`src/rtl/fsk_symbol_ctrl.sv`:
```
// -----------------------------------------------------------------------------
// fsk_symbol_ctrl
// Symbol scheduler for the FSK2 transmitter. Incoming data bits are buffered
// in a small FIFO. For each bit, the block restarts the matching dds_sine tone
// generator with a one-cycle pulse (space = 0, mark = 1). It then holds the
// output-mux select for SYM_CLKS cycles. An optional idle gap of GAP_CLKS
// cycles can follow each symbol.
//
// State table
//   state   | meaning
//   --------+-----------------------------------------------------------
//   ST_IDLE | waiting for enable with at least one bit buffered
//   ST_LOAD | one cycle; pops the head bit and arms the first SEND cycle
//   ST_SEND | tone selected for SYM_CLKS cycles; chains to the next bit
//           | directly when there is no gap
//   ST_GAP  | GAP_CLKS idle cycles; tx_active low, tone_sel held
//
// Ports
//   sys_clk, sys_rst_n  clock (rising edge) and async active-low reset
//   enable              run permission, sampled on symbol boundaries
//   bit_valid/bit_data  upstream bit stream; bit_ready is the FIFO accept
//   tone0/1_toggle      restart pulses to the space/mark dds_sine
//   tone_sel            output-mux select, 0 = space, 1 = mark
//   tx_active           high on every SEND cycle
//   sym_done            one-cycle pulse after each completed symbol
//   underrun            one-cycle pulse when a symbol ends enabled but starved
//   fifo_level          current FIFO occupancy
// -----------------------------------------------------------------------------
module fsk_symbol_ctrl #(
    parameter int unsigned SYM_CLKS = 200,
    parameter int unsigned GAP_CLKS = 0,
    parameter int unsigned DEPTH    = 4
) (
    input  logic                     sys_clk,
    input  logic                     sys_rst_n,
    input  logic                     enable,
    input  logic                     bit_valid,
    input  logic                     bit_data,
    output logic                     bit_ready,
    output logic                     tone0_toggle,
    output logic                     tone1_toggle,
    output logic                     tone_sel,
    output logic                     tx_active,
    output logic                     sym_done,
    output logic                     underrun,
    output logic [$clog2(DEPTH):0]   fifo_level
);

    localparam int unsigned AW       = $clog2(DEPTH);
    localparam int unsigned LW       = AW + 1;
    localparam logic [15:0] SYM_LAST = 16'(SYM_CLKS);
    localparam logic [15:0] GAP_LAST = 16'(GAP_CLKS);
    localparam logic        HAS_GAP  = (GAP_CLKS != 0);

    typedef enum logic [1:0] {
        ST_IDLE = 2'd0,
        ST_LOAD = 2'd1,
        ST_SEND = 2'd2,
        ST_GAP  = 2'd3
    } state_t;

    state_t            state;
    logic [15:0]       sym_cnt;
    logic [15:0]       gap_cnt;

    logic [DEPTH-1:0]  mem;
    logic [AW-1:0]     wr_ptr;
    logic [AW-1:0]     rd_ptr;

    logic              push;
    logic              pop;
    logic              have_data;
    logic              sym_end;
    logic              chain;
    logic              head;

    assign bit_ready = (fifo_level != LW'(DEPTH));
    assign push      = bit_valid & bit_ready;
    // Decisions use the registered level, so a push in the same cycle does not count.
    assign have_data = (fifo_level != '0);
    assign sym_end   = (state == ST_SEND) && (sym_cnt == SYM_LAST);
    // Back-to-back symbol: pop the next bit on the last SEND cycle, with no dead cycle.
    assign chain     = sym_end && !HAS_GAP && enable && have_data;
    assign pop       = (state == ST_LOAD) || chain;
    assign head      = mem[rd_ptr];

    always_ff @(posedge sys_clk) begin
        if (push) begin
            mem[wr_ptr] <= bit_data;
        end
    end

    always_ff @(posedge sys_clk or negedge sys_rst_n) begin
        if (!sys_rst_n) begin
            wr_ptr     <= '0;
            rd_ptr     <= '0;
            fifo_level <= '0;
        end else begin
            if (push) begin
                wr_ptr <= wr_ptr + 1'b1;
            end
            if (pop) begin
                rd_ptr <= rd_ptr + 1'b1;
            end
            unique case ({push, pop})
                2'b10:   fifo_level <= fifo_level + 1'b1;
                2'b01:   fifo_level <= fifo_level - 1'b1;
                default: fifo_level <= fifo_level;
            endcase
        end
    end

    always_ff @(posedge sys_clk or negedge sys_rst_n) begin
        if (!sys_rst_n) begin
            state        <= ST_IDLE;
            sym_cnt      <= '0;
            gap_cnt      <= '0;
            tone0_toggle <= 1'b0;
            tone1_toggle <= 1'b0;
            tone_sel     <= 1'b0;
            tx_active    <= 1'b0;
            sym_done     <= 1'b0;
            underrun     <= 1'b0;
        end else begin
            tone0_toggle <= 1'b0;
            tone1_toggle <= 1'b0;
            sym_done     <= 1'b0;
            underrun     <= 1'b0;

            unique case (state)
                ST_IDLE: begin
                    tx_active <= 1'b0;
                    if (enable && have_data) begin
                        state <= ST_LOAD;
                    end
                end

                ST_LOAD: begin
                    state        <= ST_SEND;
                    sym_cnt      <= 16'd1;
                    tone_sel     <= head;
                    tone1_toggle <= head;
                    tone0_toggle <= ~head;
                    tx_active    <= 1'b1;
                end

                ST_SEND: begin
                    if (!sym_end) begin
                        sym_cnt <= sym_cnt + 16'd1;
                    end else begin
                        sym_done <= 1'b1;
                        if (HAS_GAP) begin
                            state     <= ST_GAP;
                            gap_cnt   <= 16'd1;
                            tx_active <= 1'b0;
                        end else if (chain) begin
                            sym_cnt      <= 16'd1;
                            tone_sel     <= head;
                            tone1_toggle <= head;
                            tone0_toggle <= ~head;
                        end else begin
                            state     <= ST_IDLE;
                            tx_active <= 1'b0;
                            underrun  <= enable;
                        end
                    end
                end

                ST_GAP: begin
                    tx_active <= 1'b0;
                    if (gap_cnt != GAP_LAST) begin
                        gap_cnt <= gap_cnt + 16'd1;
                    end else if (enable && have_data) begin
                        state <= ST_LOAD;
                    end else begin
                        state <= ST_IDLE;
                    end
                end

                default: state <= ST_IDLE;
            endcase
        end
    end

endmodule

```
`config.mk`:
```
export PLATFORM = sky130hd
export DESIGN_NAME = fsk_symbol_ctrl
export DESIGN_NICKNAME = d
export VERILOG_FILES = /design/src/rtl/fsk_symbol_ctrl.sv
export SDC_FILE = /design/constraint.sdc
export NUM_CORES = 1
export LEC_CHECK = 0
export ABC_CLOCK_PERIOD_IN_PS = 8090
export BUFFER_PORTS_ARGS = -buffer_cell sky130_fd_sc_hd__buf_2
export CAP_MARGIN = 5
export CORE_ASPECT_RATIO = 1.5
export CORE_MARGIN = 8
export CORE_UTILIZATION = 60
export DETAILED_ROUTE_END_ITERATION = 10
export PLACE_DENSITY = 0.79
export SLEW_MARGIN = 20
export SYNTH_ARGS = -nofsm -noshare
export SYNTH_HDL_FRONTEND = slang
export SYNTH_SLANG_ARGS = --single-unit
```
`constraint.sdc`:
```
create_clock -name sys_clk -period 8.09 [get_ports sys_clk]
set_input_delay 1.2135 -clock sys_clk [delete_from_list [all_inputs] [get_ports sys_clk]]
set_output_delay 1.2135 -clock sys_clk [all_outputs]
set_load 0.05 [all_outputs]
```
==> key figures, run 1 <==
Synth
  • Ys Warns: 0
  • Post-synth EDFFs: 4
  • Ys async rst share: 0.9216
  • Syn Inst Count: between 200 and 300
  • Ys flop type: dfrtp_1
  • Cell variety after synth: 43
  • Synthesized area: ~2600 µm²
  • Mapped Avg Cell Area: ~10 µm²
  • Post-Syn Nets: ~280
  • Register area share after synthesis: 0.4922
  • Flops & latches, synth: a little over 50

Routing
  • ANT nets after route: 0
  • Via/cell ratio: around 5.8
  • DR DRC count: 0
  • First-pass DRT Iterations: 4
  • DR vias: 1844
  • Drt wl/cell: approximately 15 µm
  • Overall routed net length: 4.797 mm
  • DRT iter0 DRCs: approximately 110

Setup path
  • Kind of critical path: reg2reg
  • CP Data Required Time: about 8300 ps
  • Setup crit end kind: register
  • Startpoint Class: register
  • WP data arrival: about 3400 ps
  • CP Max Fanout: 10

Cells and area
  • Layout cells sized above 1: 0.1095
  • FILL cells: 328
  • Synth-to-layout area growth: 7.981%
  • Most common cell after layout, fill and taps aside: dfrtp_1
  • Commonest non-fill, non-tap cells in the layout: dfrtp_1, inv_1, nand2_1, nor2_1, xnor2_1
  • Ant diodes: 0
  • Final nets: 294

Power and ir drop
  • Total power: about 0.83 mW
  • LEAKAGE: about 1.3 nW
  • Cell area power density: about 290 nW/µm²
  • Worst VDD drop: 0.2487 mV

Timing
  • Final Hold Vio Count: 0
  • Clock skew: 9.232 ps
  • Max-slew violation count: 0
  • Actual slew at the worst max-slew pin: between 600 and 700 ps
  • Tmin final: about 3200 ps
  • Period utilisation layout: 0.3935
  • Slew headroom: 0.5575
  • Setup Viol. Count Final: 0
  • Highest clock rate: 314.1 MHz
  • RSZ-0062 raised after global routing: no
  • Total Negative Setup Slacks: 0 ps

Hold path
  • HP Class: reg2reg

Clocking
  • CTS tree: done
  • Worst skew pair latency: around 300 ps
  • CTS resizes: 0
  • Clk pin slew, worst setup/hold paths: about 90 ps
  • Inserted Clock Buffers: 5
  • CTS Sinks: between 50 and 60
  • # hold bufs at CTS: 0
  • Root buf cell: clkbuf_8
  • Maximum clock insertion buffer count: 2
  • Setup Fix Bufs, Post-CTS: 0
  • H-tree Lvls: 2

GRT
  • Overflow after GRT: 0
  • Vias in the first global route: 1905
  • Tot GR Track Use: 0.1492
  • First-pass GRT wire length: between 8 and 9 mm
  • Pin count of the biggest net entering global routing: 48
  • Initial antenna violation count: 0

Die
  • Io pins: 15
  • Die Area: about 6800 µm²
  • Chip width: 70.10 µm
  • Core outline area: roughly 4200 µm²
  • Site Rows: 29
  • Die height: around 97 µm
  • Initial Utilization: 0.6257

Placement
  • Buffers on Ports: 14
  • Post-DP HPWL: between 3 and 4 mm
  • Gpl congestion: around 0.8

Run status
  • Status: finished clean

Job
  • Max-cap viol count: 0
## critical path, cell delays in order (launching register included)
cell	delay, ps
dfrtp_1	420
inv_1	110
ha_1	150
or4b_1	500
nor4_4	490
a31oi_1	250
inv_1	150
ha_1	200
inv_1	60
fa_1	370
xor2_1	160
nor2_1	110
xor2_1	150
## state kept, by name, indices dropped and copies added, names as in the netlist, 2 cells and up
signal and count:
wr_ptr 2, mem 4, gap_cnt 16, fifo_level 3
state 2, sym_cnt 16, rd_ptr 2
## power by group
part | switching [mW] | total (mW) | internal (mW)
Sequential | 0.0375 | 0.341 | 0.303
Clock | 0.0778 | 0.145 | 0.0672
Combinational | 0.225 | 0.348 | 0.123
## cell type report
type,instances,area (µm²),area share
well taps,46,57.56,0.02024
clock inverters,1,5.005,0.001760
multi-input cells,178,1236,0.4347
clock buffers,6,82.58,0.02904
repair buffers,15,80.08,0.02816
flip-flops and latches,51,1296,0.4558
inverters,23,86.33,0.03036
## per-layer routing
metal  vias to the layer above  part of all wire  global-route usage
met5                         -                 0                   0
met4                         0             0.014             0.06056
met3                         6             0.034             0.03579
met2                        34              0.52              0.2625
met1                       891              0.43              0.1657
li1                        913                 -                   -
## metrics by stage
step / utilization / setup slack [ps] / cells / area, µm² / hold WS [ps]
final: 0.6757 / 4906 / 320 / 2844 / 489.0
after global routing: 0.6757 / 4658 / 320 / 2844 / 505.2
after CTS: 0.6751 / 4931 / 320 / 2841 / 499.5
after detailed placement: 0.6543 / 4938 / 313 / 2754 / 487.0
after global placement: 0.6543 / 5064 / 313 / 2754 / 462.4
after floorplan: - / 5258 / 256 / 2634 / 442.6
## Yosys cell counts (all sizes together), types with 2 or more instances
| cell type | number | area share |
|---|---|---|
| a21oi | 7 | 0.013 |
| inv | 23 | 0.033 |
| mux2i | 2 | 0.0076 |
| nor3 | 8 | 0.015 |
| o21ai | 9 | 0.017 |
| nor2 | 20 | 0.029 |
| nand3 | 8 | 0.015 |
| nand2 | 22 | 0.031 |
| edfxtp | 4 | 0.046 |
| a21o | 3 | 0.0086 |
| nor4 | 3 | 0.013 |
| ha | 14 | 0.067 |
| mux2 | 4 | 0.017 |
| clkbuf | 4 | 0.0057 |
| or4 | 4 | 0.013 |
| dfrtp | 47 | 0.45 |
| nor2b | 2 | 0.0047 |
| nand2b | 2 | 0.0047 |
| a31oi | 2 | 0.0047 |
| and3 | 12 | 0.029 |
| xor2 | 9 | 0.030 |
| o22ai | 2 | 0.0047 |
| nand4 | 7 | 0.017 |
| and2 | 3 | 0.0071 |
| o31ai | 3 | 0.0086 |
| xnor2 | 17 | 0.057 |
## final timing paths
check                       startpoint       endpoint  slack (ps)  cells past startpoint
hold reg to reg            gap_cnt[15]    gap_cnt[15]         490                      1
setup / recovery            sym_cnt[0]  fifo_level[2]        4910                     12
max in group asynchronous    sys_rst_n    gap_cnt[13]        6780                      1
min in group asynchronous    sys_rst_n     gap_cnt[7]         910                      1
hold / removal             gap_cnt[15]    gap_cnt[15]         490                      1
setup reg to reg            sym_cnt[0]  fifo_level[2]        4910                     12
## kinds of logic (layout without fill, tap and decap cells)
family | Yosys count | after routing | share of synthesized area
flops | 51 | 51 | 0.4922
xor+xnor | 26 | 26 | 0.08646
mux | 7 | 7 | 0.03325
buf+inv | 27 | 45 | 0.03848
fa+ha+maj | 15 | 15 | 0.07411
simple gates | 96 | 96 | 0.1924
compound gates | 34 | 34 | 0.08314
No activity file was read; power rests on OpenSTA's default activity.
==> run 2: changes to the inputs <==
Settings changed: ABC_CLOCK_PERIOD_IN_PS 8090 to 3300.
Clock period 8.09 ns to 3.3 ns, I/O delays scaled along.
==> run 2 against run 1 <==
  * Routed wire length rose by 6.4%
  * Largest power group unchanged
  * Critical path type unchanged
  * Setup slack worse by 4500 ps
  * Fmax rose by 8.3%
  * Final area up 1.5%
==> key figures, run 2 (same netlist as run 1, synthesis figures left out) <==
Run status
  • Status: finished clean

Clocking
  • CTS tree: done
  • H-tree Lvls: 2
  • CTS resizes: 0
  • Clk pin slew, worst setup/hold paths: roughly 100 ps
  • Maximum clock insertion buffer count: 2
  • Worst skew pair latency: a little over 300 ps
  • # hold bufs at CTS: 0
  • Root buf cell: clkbuf_8
  • CTS Sinks: 51
  • Inserted Clock Buffers: 5
  • Setup Fix Bufs, Post-CTS: 0

Power and ir drop
  • Pint: between 1 and 1.5 mW
  • Reg power frac: 0.387
  • Switching power share of the total: 0.3984
  • Share of total power in the clock network: 0.220
  • Cell area power density: ~750 nW/µm²
  • Gate power share: 0.393
  • Net Sw Power: around 0.87 mW
  • LEAKAGE: about 1.3 nW
  • Worst VDD drop: approximately 0.70 mV

Routing
  • Metal2 WL: about 2.7 mm
  • DR vias: ~1900
  • Drt wl/cell: ~16 µm
  • Via/cell ratio: 5.897
  • Wl on met1: roughly 2.1 mm
  • DRT iter0 DRCs: 88
  • Routed wl met3: between 200 and 250 µm
  • Overall routed net length: just over 5 mm
  • ANT nets after route: 0
  • First-pass DRT Iterations: 4
  • Top sig layer: met4
  • DR DRC count: 0

Cells and area
  • Ant diodes: 0
  • Multi-input logic area: 1236 µm²
  • Final nets: a little under 300
  • Layout cells sized above 1: 0.1127
  • Reg area: 1296 µm²
  • Regs by FF count: gap_cnt (16), sym_cnt (16), mem (4)
  • FILL cells: about 320
  • Most common cell after layout, fill and taps aside: dfrtp_1
  • Synth-to-layout area growth: 9.644%
  • Commonest non-fill, non-tap cells in the layout: dfrtp_1, inv_1, nand2_1, nor2_1, xnor2_1

Setup path
  • CP Data Required Time: between 3000 and 4000 ps
  • Cell mode on critical path: inv_1
  • Startpoint Class: register
  • Setup crit end kind: register
  • Kind of critical path: reg2reg
  • Worst R2R Start: sym_cnt[0]
  • Crit-path slowest cell: or4b_1
  • WP data arrival: about 3200 ps
  • Worst setup startpoint: sym_cnt[0]
  • Worst stage delay on the critical path: between 500 and 600 ps
  • Top cell family by delay on the critical path: simple AND/OR/NAND/NOR gates
  • Crit-path cells: inv_1, ha_1, or4b_1, nor4_4, a31oi_1, inv_1, ha_1, inv_1, fa_1, xor2_1, nor2_1, xor2_1
  • Worst path bufs/invs: 3
  • CP Max Fanout: 4

Die
  • Die height: ~100 µm
  • Initial Utilization: 0.6257
  • Core outline area: 4209 µm²
  • Io pins: 15
  • Die Area: a little under 7000 µm²
  • Site Rows: 29
  • Chip width: between 70 and 80 µm

Timing
  • Actual slew at the worst max-slew pin: around 850 ps
  • Final Hold Vio Count: 0
  • Total Negative Setup Slacks: 0 ps
  • Period utilisation layout: 0.8906
  • Max-slew violation count: 0
  • Slew headroom: 0.4304
  • Worst hold slack: approximately 180 ps
  • Setup Viol. Count Final: 0
  • Tmin final: around 2900 ps
  • Clock skew: around 11 ps
  • RSZ-0062 raised after global routing: no
  • Highest clock rate: roughly 340 MHz

Placement
  • Post-DP HPWL: around 3.7 mm
  • Buffers on Ports: 14
  • Gpl congestion: around 0.86

GRT
  • Vias in the first global route: ~2000
  • Tot GR Track Use: 0.1570
  • First-pass GRT wire length: 9.011 mm
  • Overflow after GRT: 0
  • Initial antenna violation count: 0
  • Pin count of the biggest net entering global routing: 48

Hold path
  • HP Class: in2async

Job
  • Max-cap viol count: 0
## run 2: cell count changes in the layout (fill, tap and decap cells not counted)
cell / before / now
bufinv_16: 0 / 1
clkbuf_16: 0 / 1
clkbuf_8: 6 / 5
clkinv_2: 1 / 0
clkinvlp_4: 0 / 1
## run 2: worst paths after layout
check | to | slack, ps | cells past startpoint
worst max-delay path | fifo_level[2] | 360 | 12
worst min-delay path | gap_cnt[6] | 180 | 1
worst max register to register | fifo_level[2] | 360 | 12
worst min register to register | gap_cnt[4] | 500 | 1
max in group asynchronous | sym_cnt[14] | 2730 | 1
min in group sys_clk | mem[1] | 400 | 1
## run 2: power by group through the flow
stage	clock [mW]	sequential, mW	combinational [mW]
after floorplan	0	0.966	0.524
final	0.479	0.840	0.854
after detailed placement	0	0.848	0.854
after global routing	0.513	0.853	0.941
after global placement	0	0.842	0.821
after CTS	0.489	0.839	0.860
## run 2: metrics by stage
| stage | total power [mW] | setup slack, ps | util | area [µm²] | cells |
|---|---|---|---|---|---|
| global placement | 1.663 | 550.6 | 0.6543 | 2754 | 313 |
| CTS | 2.188 | 377.6 | 0.6855 | 2885 | 321 |
| detailed placement | 1.702 | 404.8 | 0.6543 | 2754 | 313 |
| finish | 2.173 | 361.2 | 0.6861 | 2888 | 321 |
| global route | 2.307 | 161.0 | 0.6861 | 2888 | 321 |
| floorplan | 1.490 | 467.5 | - | 2634 | 256 |
## run 2: layer usage
metal / vias up / track usage
met1: 922 / 0.1725
met5: - / 0
met2: 51 / 0.2788
li1: 915 / -
met3: 5 / 0.03579
met4: 0 / 0.06522
## run 2: cell type report
type | instances | share of cell area
clock inverter | 2 | 0.01300
timing repair buffer | 15 | 0.02773
multi-input combinational | 178 | 0.4281
inverter | 23 | 0.02990
sequential | 51 | 0.4489
tap | 46 | 0.01993
clock buffer | 6 | 0.03250
==> run 3: changes to the inputs <==
Settings changed: CORE_UTILIZATION 60 to 35, PLACE_DENSITY 0.79 to default.
==> run 3 against run 2 <==
  * Sequential power down 0.5%
  * Largest cell class unchanged
  * Critical endpoint unchanged
  * Largest power group unchanged
  * Core utilization down 28 points
  * Final area up 4.5%
==> key figures, run 3 (same netlist as run 1, synthesis figures left out) <==
Run status
  • Status: finished clean

Power and ir drop
  • LEAKAGE: approximately 1.4 nW
  • Worst VDD drop: 0.3992 mV
  • Reg power frac: 0.364
  • Cell area power density: 760.9 nW/µm²
  • Switching power share of the total: 0.3826
  • Net Sw Power: slightly below 0.9 mW
  • Gate power share: 0.380
  • Pint: roughly 1.4 mW
  • Share of total power in the clock network: 0.256

Clocking
  • CTS resizes: 0
  • CTS Sinks: a little over 50
  • Maximum clock insertion buffer count: 2
  • CTS tree: done
  • # hold bufs at CTS: 0
  • H-tree Lvls: 2
  • Inserted Clock Buffers: 5
  • Root buf cell: clkbuf_16
  • Clk pin slew, worst setup/hold paths: ~70 ps
  • Setup Fix Bufs, Post-CTS: 0
  • Worst skew pair latency: ~290 ps

GRT
  • Overflow after GRT: 0
  • Vias in the first global route: just under 2000
  • Initial antenna violation count: 0
  • Tot GR Track Use: 0.1108
  • Pin count of the biggest net entering global routing: between 40 and 50
  • First-pass GRT wire length: roughly 9 mm

Routing
  • DR vias: around 1900
  • DRT iter0 DRCs: 36
  • ANT nets after route: 0
  • Overall routed net length: 5.204 mm
  • First-pass DRT Iterations: 3
  • Via/cell ratio: between 4 and 5
  • DR DRC count: 0
  • Drt wl/cell: between 10 and 15 µm

Timing
  • Final worst slack: about 470 ps
  • Max-slew violation count: 0
  • Period utilisation layout: 0.8565
  • Slew headroom: 0.4607
  • RSZ-0062 raised after global routing: no
  • Highest clock rate: ~350 MHz
  • Setup Viol. Count Final: 0
  • Actual slew at the worst max-slew pin: about 800 ps
  • Final Hold Vio Count: 0
  • Total Negative Setup Slacks: 0 ps
  • Worst hold slack: roughly 220 ps
  • Clock skew: slightly below 8 ps
  • Tmin final: about 2800 ps

Cells and area
  • Ant diodes: 0
  • Layout cells sized above 1: 0.1187
  • Synth-to-layout area growth: 14.54%
  • Most common cell after layout, fill and taps aside: dfrtp_1
  • Regs by FF count: gap_cnt (16), sym_cnt (16), mem (4)
  • Final nets: 297
  • FILL cells: 734
  • Reg area: between 1000 and 1500 µm²
  • Multi-input logic area: around 1200 µm²
  • Final Instance Area: between 3000 and 4000 µm²
  • Fin cells: 380
  • Commonest non-fill, non-tap cells in the layout: dfrtp_1, inv_1, nand2_1, nor2_1, xnor2_1

Setup path
  • Top cell family by delay on the critical path: simple AND/OR/NAND/NOR gates
  • Crit-path slowest cell: or4b_1
  • Cell mode on critical path: inv_1
  • CP Data Required Time: roughly 3500 ps
  • Startpoint Class: register
  • Worst stage delay on the critical path: 500 ps
  • R2R cell count: 12
  • Worst path bufs/invs: 3
  • WP data arrival: roughly 3000 ps
  • Kind of critical path: reg2reg
  • CP Max Fanout: 4
  • Worst R2R Start: sym_cnt[0]
  • R2R setup slack: roughly 470 ps
  • Crit-path cells: inv_1, ha_1, or4b_1, nor4_4, a31oi_1, inv_1, ha_1, inv_1, fa_1, xor2_1, nor2_1, xor2_1
  • R2R Path End: fifo_level[2]
  • Setup crit end kind: register

Placement
  • Placed cell area: roughly 2800 µm²
  • Post-DP HPWL: 3.805 mm
  • Buffers on Ports: 14
  • Gpl congestion: 0.8146
  • Place WS: between 400 and 500 ps
  • Post-Place Cells: approximately 370

Hold path
  • HP Class: in2async

Die
  • Io pins: 15
  • Core outline area: 7466 µm²
  • Site Rows: 39
  • Initial Utilization: 0.3528
  • Die height: between 100 and 150 µm
  • Die Area: 10610 µm²
  • Chip width: ~87 µm

Job
  • Max-cap viol count: 0
==> run 3: cell type report <==
cell class	instances	share of cell area
Sequential cell	51	0.4297
Multi-Input combinational cell	178	0.4098
Clock buffer	6	0.04272
Tap cell	102	0.04231
Timing Repair Buffer	18	0.03401
Inverter	23	0.02862
Clock inverter	2	0.01286
==> run 3: worst max-delay path by stage <==
stage                    endpoint  slack, ps  startpoint  cells past startpoint
floorplan           fifo_level[2]        470  sym_cnt[0]                     12
global placement    fifo_level[2]        520  sym_cnt[0]                     12
detailed placement  fifo_level[2]        470  sym_cnt[0]                     12
CTS                 fifo_level[2]        450  sym_cnt[0]                     12
global route        fifo_level[2]        280  sym_cnt[0]                     12
finish              fifo_level[2]        470  sym_cnt[0]                     12
==> run 3: power by group through the flow <==
stage	Clock [mW]	Sequential [mW]	Combinational (mW)
6_report	0.587	0.836	0.872
5_1_grt	0.628	0.855	0.967
4_1_cts	0.608	0.836	0.882
3_5_place_dp	0	0.847	0.879
3_3_place_gp	0	0.844	0.868
2_1_floorplan	0	0.966	0.524
==> run 3: worst register-to-register path, cell delays in order (launching register included) <==
cell and delay, ps:
dfrtp_1 400, inv_1 100, ha_1 140, or4b_1 500, nor4_4 280, a31oi_1 210, inv_1 120, ha_1 180
inv_1 60, fa_1 370, xor2_1 150, nor2_1 110, xor2_1 150
==> run 3: stage by stage <==
stage / util / total power, mW
floorplan: - / 1.490
global placement: 0.3813 / 1.713
detailed placement: 0.3813 / 1.726
CTS: 0.4037 / 2.326
global route: 0.4041 / 2.450
finish: 0.4041 / 2.296
==> run 3: layer usage <==
| layer | vias to the layer above | part of all wire | wire, µm | GRT usage |
|---|---|---|---|---|
| li1 | 924 | - | - | - |
| met1 | 926 | 0.43 | 2214 | 0.1162 |
| met2 | 18 | 0.52 | 2729 | 0.2004 |
| met3 | 11 | 0.023 | 119 | 0.02547 |
| met4 | 0 | 0.027 | 140 | 0.05736 |
| met5 | - | 0 | 0 | 0 |
